$ cat src/rtl/pll_rst_seq.sv
`default_nettype none
// ============================================================================
//  Module      : pll_rst_seq
//  Description : Multi-PLL reset and lock sequencer. Pulses the PLL resets,
//                waits for every PLL to hold lock for LOCK_FILT cycles and
//                retries if lock does not arrive in time. It then releases the
//                downstream domain resets one after another, DOM_GAP cycles
//                apart. A lock drop tears everything down and restarts.
//  Ports       : clk           - free-running system clock
//                rst_n         - synchronous active-low reset
//                pll_lock      - raw (asynchronous) PLL lock indications
//                force_rst     - single-cycle software restart request
//                pll_rst       - active-high reset to every PLL (bits equal)
//                dom_rst_n     - active-low resets to downstream domains
//                ready         - all domains released and PLLs locked
//                fail          - retry budget exhausted
//                state         - current FSM state encoding
//                retry_cnt     - timeouts since last good lock / force_rst
//                lock_loss_cnt - lock drops seen in RUN, saturating
//  Revision    : 1.0 - initial release
// ============================================================================
module pll_rst_seq #(
  parameter int NUM_PLL   = 2,
  parameter int NUM_DOM   = 3,
  parameter int RST_CYC   = 16,
  parameter int LOCK_FILT = 64,
  parameter int LOCK_TMO  = 65535,
  parameter int DOM_GAP   = 8,
  parameter int MAX_RETRY = 7
) (
  input  logic               clk,
  input  logic               rst_n,
  input  logic [NUM_PLL-1:0] pll_lock,
  input  logic               force_rst,
  output logic [NUM_PLL-1:0] pll_rst,
  output logic [NUM_DOM-1:0] dom_rst_n,
  output logic               ready,
  output logic               fail,
  output logic [2:0]         state,
  output logic [3:0]         retry_cnt,
  output logic [7:0]         lock_loss_cnt
);

  localparam logic [2:0] c_RESET_PLL = 3'd0;
  localparam logic [2:0] c_WAIT_LOCK = 3'd1;
  localparam logic [2:0] c_FILTER    = 3'd2;
  localparam logic [2:0] c_RELEASE   = 3'd3;
  localparam logic [2:0] c_RUN       = 3'd4;
  localparam logic [2:0] c_FAIL      = 3'd5;

  localparam logic [15:0] c_RST_END  = 16'(RST_CYC - 1);
  localparam logic [15:0] c_TMO_END  = 16'(LOCK_TMO - 1);
  localparam logic [15:0] c_FILT_END = 16'(LOCK_FILT - 1);
  localparam logic [15:0] c_REL_END  = 16'((NUM_DOM - 1) * DOM_GAP);
  localparam logic [3:0]  c_MAX_RTRY = 4'(MAX_RETRY);

  logic [NUM_PLL-1:0] r_sync1;
  logic [NUM_PLL-1:0] r_sync2;
  logic               w_lock_all;

  logic [2:0]         r_state;
  logic [15:0]        r_tmr;
  logic [3:0]         r_retry;
  logic [7:0]         r_llc;

  logic [2:0]         w_nxt_state;
  logic [15:0]        w_nxt_tmr;
  logic [3:0]         w_nxt_retry;
  logic [7:0]         w_nxt_llc;
  logic [NUM_DOM-1:0] w_nxt_dom;

  // Two-flop synchroniser per lock bit; decisions only ever see the AND.
  always_ff @(posedge clk) begin
    if (!rst_n) begin
      r_sync1 <= '0;
      r_sync2 <= '0;
    end else begin
      r_sync1 <= pll_lock;
      r_sync2 <= r_sync1;
    end
  end

  assign w_lock_all = &r_sync2;

  // Next-state logic. One shared timer serves every state: RESET_PLL pulse
  // width, WAIT_LOCK timeout, FILTER consecutive-lock count and RELEASE
  // stagger position.
  always_comb begin
    w_nxt_state = r_state;
    w_nxt_tmr   = r_tmr + 16'd1;
    w_nxt_retry = r_retry;
    w_nxt_llc   = r_llc;
    if (force_rst) begin
      w_nxt_state = c_RESET_PLL;
      w_nxt_tmr   = 16'd0;
      w_nxt_retry = 4'd0;
    end else begin
      case (r_state)
        c_RESET_PLL: begin
          if (r_tmr == c_RST_END) begin
            w_nxt_state = c_WAIT_LOCK;
            w_nxt_tmr   = 16'd0;
          end
        end
        c_WAIT_LOCK: begin
          if (w_lock_all) begin
            // This cycle already counts as the first clean lock cycle.
            w_nxt_state = c_FILTER;
            w_nxt_tmr   = 16'd1;
          end else if (r_tmr == c_TMO_END) begin
            w_nxt_tmr = 16'd0;
            if (r_retry == c_MAX_RTRY) begin
              w_nxt_state = c_FAIL;
            end else begin
              w_nxt_state = c_RESET_PLL;
              w_nxt_retry = r_retry + 4'd1;
            end
          end
        end
        c_FILTER: begin
          if (!w_lock_all) begin
            w_nxt_state = c_WAIT_LOCK;
            w_nxt_tmr   = 16'd0;
          end else if (r_tmr >= c_FILT_END) begin
            w_nxt_state = c_RELEASE;
            w_nxt_tmr   = 16'd0;
            w_nxt_retry = 4'd0;
          end
        end
        c_RELEASE: begin
          if (!w_lock_all) begin
            w_nxt_state = c_RESET_PLL;
            w_nxt_tmr   = 16'd0;
          end else if (r_tmr == c_REL_END) begin
            w_nxt_state = c_RUN;
            w_nxt_tmr   = 16'd0;
          end
        end
        c_RUN: begin
          w_nxt_tmr = 16'd0;
          if (!w_lock_all) begin
            w_nxt_state = c_RESET_PLL;
            if (r_llc != 8'hFF) begin
              w_nxt_llc = r_llc + 8'd1;
            end
          end
        end
        c_FAIL: begin
          w_nxt_tmr = 16'd0;
        end
        default: begin
          w_nxt_state = c_RESET_PLL;
          w_nxt_tmr   = 16'd0;
        end
      endcase
    end
  end

  // Domain k is released once the RELEASE timer reaches k*DOM_GAP, and all
  // domains stay released in RUN.
  genvar k;
  generate
    for (k = 0; k < NUM_DOM; k++) begin : g_dom
      if (k == 0) begin : g_first
        assign w_nxt_dom[k] = (w_nxt_state == c_RUN) || (w_nxt_state == c_RELEASE);
      end else begin : g_rest
        assign w_nxt_dom[k] = (w_nxt_state == c_RUN) ||
                              ((w_nxt_state == c_RELEASE) && (w_nxt_tmr >= 16'(k * DOM_GAP)));
      end
    end
  endgenerate

  // Outputs are registered from the next-state values so they line up with
  // the state register.
  always_ff @(posedge clk) begin
    if (!rst_n) begin
      r_state   <= c_RESET_PLL;
      r_tmr     <= 16'd0;
      r_retry   <= 4'd0;
      r_llc     <= 8'd0;
      pll_rst   <= '1;
      dom_rst_n <= '0;
      ready     <= 1'b0;
      fail      <= 1'b0;
    end else begin
      r_state   <= w_nxt_state;
      r_tmr     <= w_nxt_tmr;
      r_retry   <= w_nxt_retry;
      r_llc     <= w_nxt_llc;
      pll_rst   <= {NUM_PLL{(w_nxt_state == c_RESET_PLL) || (w_nxt_state == c_FAIL)}};
      dom_rst_n <= w_nxt_dom;
      ready     <= (w_nxt_state == c_RUN);
      fail      <= (w_nxt_state == c_FAIL);
    end
  end

  assign state         = r_state;
  assign retry_cnt     = r_retry;
  assign lock_loss_cnt = r_llc;

endmodule
`default_nettype wire

$ cat config.mk
export PLATFORM = sky130hd
export DESIGN_NAME = pll_rst_seq
export DESIGN_NICKNAME = d
export VERILOG_FILES = /design/src/rtl/pll_rst_seq.sv
export SDC_FILE = /design/constraint.sdc
export NUM_CORES = 1
export LEC_CHECK = 0
export ABC_AREA = 1
export CAP_MARGIN = 40
export CORE_ASPECT_RATIO = 2
export CORE_MARGIN = 2
export CORE_UTILIZATION = 50
export DETAILED_ROUTE_END_ITERATION = 16
export HOLD_SLACK_MARGIN = 0.06
export PLACE_DENSITY = 0.78
export SLEW_MARGIN = 30
export SYNTH_ARGS = -nofsm -noshare
export SYNTH_HDL_FRONTEND = slang
export SYNTH_SLANG_ARGS = --single-unit
export TNS_END_PERCENT = 20
$ cat constraint.sdc
create_clock -name clk -period 1.7 [get_ports clk]
set_input_delay 0.255 -clock clk [delete_from_list [all_inputs] [get_ports clk]]
set_output_delay 0.255 -clock clk [all_outputs]
set_load 0.1 [all_outputs]
# After elaboration in Yosys (flattened, before gate mapping)
# Index checks and enable logic that the tools add are counted.
op_classes:
  add_sub_neg: 3
  magnitude_cmp: 3
  n_eq_ne: 18
  mux: 26
  bitwise_logic: 3
  reduce_logical: 13
op_table:
  columns: ["op", "count"]
  rows:
  - ["16-bit 2-to-1 mux", 8]
  - ["16-bit case mux with 4 select lines", 1]
  - ["3-bit 2-to-1 mux", 10]
  - ["4-bit 2-to-1 mux", 5]
  - ["3-bit case mux with 6 select lines", 1]
  - ["16-bit by 1-bit adder with 16-bit output (second input constant)", 1]
  - ["16-bit == test (second input constant)", 1]
  - ["16-bit by 4-bit == test with 1-bit output (second input constant)", 1]
  - ["16-bit by 5-bit == test with 1-bit output (second input constant)", 1]
  - ["16-bit by 4-bit >= comparator with 1-bit output (second input constant)", 1]
  - ["16-bit by 5-bit >= comparator with 1-bit output (second input constant)", 1]
  - ["16-bit by 6-bit >= comparator with 1-bit output (second input constant)", 1]
  - ["3-bit == test (second input constant)", 4]
  - ["2-bit inequality test (second input constant)", 5]
  - ["3-bit by 2-bit == test with 1-bit output (second input constant)", 3]
  - ["8-bit by 1-bit adder with 8-bit output (second input constant)", 1]
  - ["8-bit inequality test (second input constant)", 1]
  - ["4-bit case mux with 2 select lines", 1]
  - ["3-bit logical NOT", 2]
  - ["6-bit AND reduction", 1]
  - ["4-bit by 1-bit adder with 4-bit output (second input constant)", 1]
  - ["4-bit by 3-bit == test with 1-bit output (second input constant)", 1]
  - ["1-bit logical OR", 4]
  - ["4-bit AND reduction", 1]
  - ["6 further kinds", 9]
totals:
  register_bits: 41
  inputBits: 5
  out_inout_bits: 22
  wordCells: 76

# Logic depth before layout (Yosys ltp)
logic_depth:
  depth_word: 9
  mapped_depth: 15
  ltp_nobuf: 15

# Worst setup path after synthesis
# OpenSTA, ideal clock, no wires.
synth_timing:
  kind: "register -> register"
  from: "register r_state[2] (netlist: state[2])"
  to: "register r_llc[6] (netlist: lock_loss_cnt[6])"
  setup_time_ps: 121
  arrival_ps: 2245
  required_ps: 1579
  slack_ps: -666
  stages_incl_launch_ff: 10
  n_path_buf: 0
  synth_period_minus_slack_ps: 2366
  cell_sequence: "dfxtp_1 nand3_1 nor3_1 nand2_1 inv_1 nand3_1 nor3_1 nand2_1 o21ai_0 a21oi_1"
synth_between:
  elab_chain_len: 2
synth_lines:
  columns: ["item", "line_no", "source"]
  rows:
  - ["from (decl)", "61", "logic [2:0] r_state;"]
  - ["from (signal assigned)", "177", "r_state <= c_RESET_PLL;"]
  - ["from (signal assigned)", "186", "r_state <= w_nxt_state;"]
  - ["3-bit == test", "98", "case (r_state)"]
  - ["4-bit AND reduction (no line)", null, null]
  - ["to (signal assigned)", "189", "r_llc <= w_nxt_llc;"]
  - ["to (decl)", "64", "logic [7:0] r_llc;"]
# Every way passes these cells.
# A chain may end at the register's enable or synchronous reset.

# Final worst setup path
layout_timing:
  from: "register r_tmr[0]"
  to: "register dom_rst_n[1]"
layout_between:
  elab_chain_len: 8
  elab_cells_between_ends: 28
  cone_classes: "1 x add/sub; 2 x order compare; 5 x eq/ne; 18 x mux; 2 x reduce/logical"
layout_lines:
  columns: ["item", "line_no", "source"]
  rows:
  - ["from (decl)", "62", "logic [15:0] r_tmr;"]
  - ["from (signal assigned)", "187", "r_tmr <= w_nxt_tmr;"]
  - ["16-bit by 1-bit adder with 16-bit output, or another cell as far along", "90", "w_nxt_tmr = r_tmr + 16'd1;"]
  - ["16-bit 2-to-1 mux, or another cell as far along", "134", "end else if (r_tmr == c_REL_END) begin"]
  - ["16-bit 2-to-1 mux, or another cell as far along", "131", "if (!w_lock_all) begin"]
  - ["16-bit case mux with 4 select lines / 3-bit case mux with 6 select lines (equally long branches)", "98", null]
  - ["16-bit 2-to-1 mux / 3-bit 2-to-1 mux (equally long branches)", "93", "if (force_rst) begin"]
  - ["16-bit by 4-bit >= comparator with 1-bit output / 3-bit by 2-bit == test with 1-bit output (equally long branches)", "168", "((w_nxt_state == c_RELEASE) && (w_nxt_tmr >= 16'(k * DOM_GAP)));"]
  - ["1-bit logical AND", "168", null]
  - ["1-bit logical OR (*)", "167", "assign w_nxt_dom[k] = (w_nxt_state == c_RUN) ||"]
  - ["to (signal assigned)", "191", "dom_rst_n <= w_nxt_dom;"]
  - ["to (decl)", "36", "output logic [NUM_DOM-1:0] dom_rst_n,"]
# Every way passes the cells marked *; elsewhere a longest branch is shown, timed or not.

==> summary.md <==
| Metric | Value |
|---|---|
| Run status | `finished with violations` |
| Violations in the final reports | `negative setup slack` |
| Proportion of power drawn by combinational gates | `0.060` |
| Latest clock arrival within the worst-skew pair | `0.30 ns` |
| Largest fanout on the critical path | `7` |
| DP Worst Slack | `-0.2133 ns` |
| Synth top area cells | `sky130_fd_sc_hd__dfxtp_1, sky130_fd_sc_hd__nand2_1, sky130_fd_sc_hd__nor2_1, sky130_fd_sc_hd__inv_1, sky130_fd_sc_hd__nand3_1` |
| Total power after layout | `1.754 mW` |
| Maximum achievable frequency | `467.5 MHz` |
| Crit path arrival time | `2.34 ns` |
| Cell repeated most along the worst path | `sky130_fd_sc_hd__nand2_2` |
| Number of buffers and inverters on the critical path | `1` |
| MaxCap Viol Count | `0` |
| WL final | `11.61 mm` |
| Starting density of the core | `0.5179` |
| Least-Margin Pin Slew | `0.4751 ns` |
| Type of origin of the critical path | `flip-flop` |
| Number of register bits inferred by synthesis | `41` |
| Share of flip-flops with an asynchronous set or reset after synthesis | `0` |
| Post-synthesis instance area | `2247 µm²` |
| Cell count after synthesis | `336` |
| Worst-case clock buffer depth | `2` |
| First-pass detailed-route iteration total | `6` |
| Portion of synthesized cell area occupied by the leading cell type | `0.3653` |
| P per Cell Area | `458.8 nW/µm²` |
| Critical R2R Capture | `dom_rst_n[1]` |
| Via count of the first global-routing pass | `2,813` |
| Cell accounting for the most synthesized area | `sky130_fd_sc_hd__dfxtp_1` |
| Total nets after synthesis | `346` |
| Number of library cell types mapped by synthesis | `37` |
| Cell-by-cell listing of the critical path | `ha_4, nand3_4, nor3_4, nand2_2, nand2_4, nand2_4, nor2_4, nor2_4, nand2_2, nand2_2, nor2_2, nand3_1, nand2_1, inv_1` |
| Post-detail-place hpwl | `5.143 mm` |
| Layout Skew | `0.005025 ns` |
| Worst reg2reg setup slack | `-0.44 ns` |
| Parity-gate share of the synthesized area counting xor and xnor cells | `0.03118` |
| Maximum number of pins on one net before global-route repair | `16` |
| Total Die Area | `5079 µm²` |
| CTS H-tree lvls | `2` |
| Total CTS buffers | `5` |
| Die W | `51.41 µm` |
| Number of remaining DRC errors | `0` |
| Hold Vio Cnt, Final | `0` |
| Element type at the critical path end | `flip-flop` |
| IO buf count | `26` |
| Min-delay worst type | `reg -> reg` |
| Destination of the worst hold path | `retry_cnt[3]` |
| Clock-pin transition on the worst setup and hold timing paths | `0.08 ns` |
| Floorplan core area | `4339 µm²` |
| Iter 0 DRT Violations | `282` |
| Final setup viols | `35` |
| Adder and majority gate portion of the synthesized area | `0.02784` |
| Fraction of layout cells with a size suffix above 1 | `0.4738` |
| Portion of netlist area occupied by mux cells | `0` |
| Global route overflow | `0` |
| Per-cell routed wire length | `23.55 µm` |
| Largest stage delay on the critical path | `0.39 ns` |
| Routed via count divided by cell count | `6.369` |
| Num Clock Sinks | `41` |
| Avg Cell Area, Syn | `6.688 µm²` |
| CP max stage cell | `sky130_fd_sc_hd__dfxtp_4` |
| CTS Root Buffer Type | `sky130_fd_sc_hd__clkbuf_8` |
| Footprint of the flip-flops and latches | `883.3 µm²` |
| Number of filler instances in the final layout | `175` |
| Leakage dissipation | `1.831 nW` |
| Number of cells traversed by the worst register-to-register path | `14` |
| Total inserted antenna cells | `0` |
| Final setup slack of the worst path | `-0.4389 ns` |
| Synthesized-area fraction occupied by and/or/nand/nor cells | `0.3948` |
| Yosys synthesis warning count | `0` |
| Total area of multi-input combinational cells | `1534 µm²` |
| Hold_ws | `0.4803 ns` |
| Placement Cell Area | `3288 µm²` |
| Number of enable flip-flop cells after synthesis | `0` |
| Area fraction in compound gates after synthesis | `0.08241` |
| Fraction of the yosys area taken by sequential cells | `0.3653` |
| Switching component of the power | `436.2 µW` |
| Library cell with the highest instance count after synthesis | `sky130_fd_sc_hd__nand2_1` |
| Ranking of synthesized cells by instance count | `sky130_fd_sc_hd__nand2_1, sky130_fd_sc_hd__nor2_1, sky130_fd_sc_hd__inv_1` |
| I/O pin cnt | `27` |
| Number of slew-limit violations in the final report | `0` |
| VDD IR max | `0.7772 mV` |
| Slew HR | `0.6822` |
| Largest family of logic cells by synthesized area | `simple AND/OR/NAND/NOR gates` |
| Family with the most delay on the worst path | `simple AND/OR/NAND/NOR gates` |
| Hold Crit Depth | `1` |
| CTS tree | `built` |
| Count of vias placed by the detailed router | `3,140` |
| Die height | `98.81 µm` |
| Switching power as a share of total power | `0.2487` |
| Area overhead of the layout relative to synthesis | `70.10%` |
| Sequential fraction of design power | `0.545` |
| FP Rows | `34` |
| Post-route cell area | `3822 µm²` |
| P_int | `1.318 mW` |
| Net total in the final layout | `448` |
| Top flip-flop cell by instance count after synthesis | `sky130_fd_sc_hd__dfxtp_1` |
| Initial antenna violation count | `0` |
| Hold Crit Start | `retry_cnt[3]` |
| Data required, critical path | `1.90 ns` |
| Final weighted congestion of routability-driven global placement | `0.9662` |
| Setup repair after global routing missed its margin | `true` |
| Clock period minus final worst setup slack | `2.139 ns` |
| Antenna Nets Post-Route | `0` |
| Cts hold-fix bufs | `0` |
| Classification of the worst setup path | `reg -> reg` |
| Final worst-path cycle share | `1.258` |
| Worst flop-to-flop path startpoint | `r_tmr[0]` |
| Global-route wire length before repair | `13.39 mm` |
| GR Util All Layers | `0.3536` |
| Proportion of power drawn by the clock network | `0.395` |
==> cell usage in the layout, fill, tap and decap left out, types with 6 or more instances in the layout <==
master                     synthesis  routed
sky130_fd_sc_hd__buf_4             2      69
sky130_fd_sc_hd__nand2_1          75      60
sky130_fd_sc_hd__inv_1            50      46
sky130_fd_sc_hd__nor2_1           53      36
sky130_fd_sc_hd__buf_12            0      22
sky130_fd_sc_hd__nand3_1          28      17
sky130_fd_sc_hd__nand2_2           5      15
sky130_fd_sc_hd__dfxtp_1          41      15
sky130_fd_sc_hd__dfxtp_2           0      14
sky130_fd_sc_hd__nor2_4            2      12
sky130_fd_sc_hd__nor2_2            5      12
sky130_fd_sc_hd__dfxtp_4           0      12
sky130_fd_sc_hd__nand3_2           1      10
sky130_fd_sc_hd__a21oi_1           8       8
sky130_fd_sc_hd__o21ai_0          10       7
sky130_fd_sc_hd__nor3_2            1       6
sky130_fd_sc_hd__xor2_1            6       6
sky130_fd_sc_hd__clkbuf_8          0       6
==> logic make-up (layout without fill, tap and decap cells) <==
group	count (synthesis)	count (layout)
XOR/XNOR	8	8
buffers and inverters	57	160
flip-flops	41	41
AO/OA/AOI/OAI	31	31
adder cells (fa/ha/maj)	5	5
AND/OR/NAND/NOR	194	194
==> layer usage <==
layer	global-route usage	wire length (µm)
met5	0	0
met4	0.1862	1322
met3	0.05909	1061
met2	0.6686	5664
met1	0.3434	3560
==> worst register-to-register path, stage by stage, from the launching register on <==
cell and delay (ns):
sky130_fd_sc_hd__dfxtp_4 0.39, sky130_fd_sc_hd__ha_4 0.15, sky130_fd_sc_hd__nand3_4 0.11, sky130_fd_sc_hd__nor3_4 0.25, sky130_fd_sc_hd__nand2_2 0.11, sky130_fd_sc_hd__nand2_4 0.09, sky130_fd_sc_hd__nand2_4 0.07, sky130_fd_sc_hd__nor2_4 0.18
sky130_fd_sc_hd__nor2_4 0.11, sky130_fd_sc_hd__nand2_2 0.12, sky130_fd_sc_hd__nand2_2 0.07, sky130_fd_sc_hd__nor2_2 0.14, sky130_fd_sc_hd__nand3_1 0.11, sky130_fd_sc_hd__nand2_1 0.09, sky130_fd_sc_hd__inv_1 0.05
==> final cells by class <==
class | count | area share
Multi-Input combinational cell | 238 | 0.4013
Timing Repair Buffer | 99 | 0.2730
Sequential cell | 41 | 0.2311
Inverter | 53 | 0.05336
Clock buffer | 8 | 0.02357
Tap cell | 54 | 0.01768
==> power by group through the flow <==
stage	logic, mW	registers [mW]	clock network (mW)
detailed placement	0.0750	0.982	0
CTS	0.0805	0.958	0.657
global placement	0.0724	0.981	0
finish	0.106	0.956	0.692
floorplan	0.0366	0.981	0
global route	0.110	0.956	0.711
==> per-stage QoR <==
step                      utilization  cells  setup TNS, ns
final                          0.8809    493         -7.139
after global routing           0.8809    493         -9.680
after CTS                      0.8059    482        -0.6274
after detailed placement       0.7578    472         -2.370
after global placement         0.7578    472         -1.032
after floorplan                     -    336              0
==> worst max path at each step <==
stage,startpoint,to,slack (ns),cells after the start
2_1_floorplan,state[0],dom_rst_n[1],0.001,12
3_3_place_gp,force_rst,dom_rst_n[1],-0.14,10
3_5_place_dp,r_tmr[0],dom_rst_n[1],-0.21,15
4_1_cts,r_tmr[0],dom_rst_n[1],-0.14,14
5_1_grt,r_tmr[1],dom_rst_n[1],-0.55,15
6_report,r_tmr[0],dom_rst_n[1],-0.44,14
==> flip-flops by register name (all words and copies together) (netlist names) <==
register / count
r_tmr: 16
lock_loss_cnt: 8
retry_cnt: 4
dom_rst_n: 3
state: 3
r_sync1: 2
r_sync2: 2
fail: 1
pll_rst: 1
ready: 1
==> what timing repair did <==
item | CTS | global route
setup buffers | 2 | 11
endpoints found under the setup margin | 21 | 35
resized for setup | 33 | 68
pin swaps | 14 | 27
cloned | 0 | 0
Note: power is estimated with default switching activity, not from simulation.
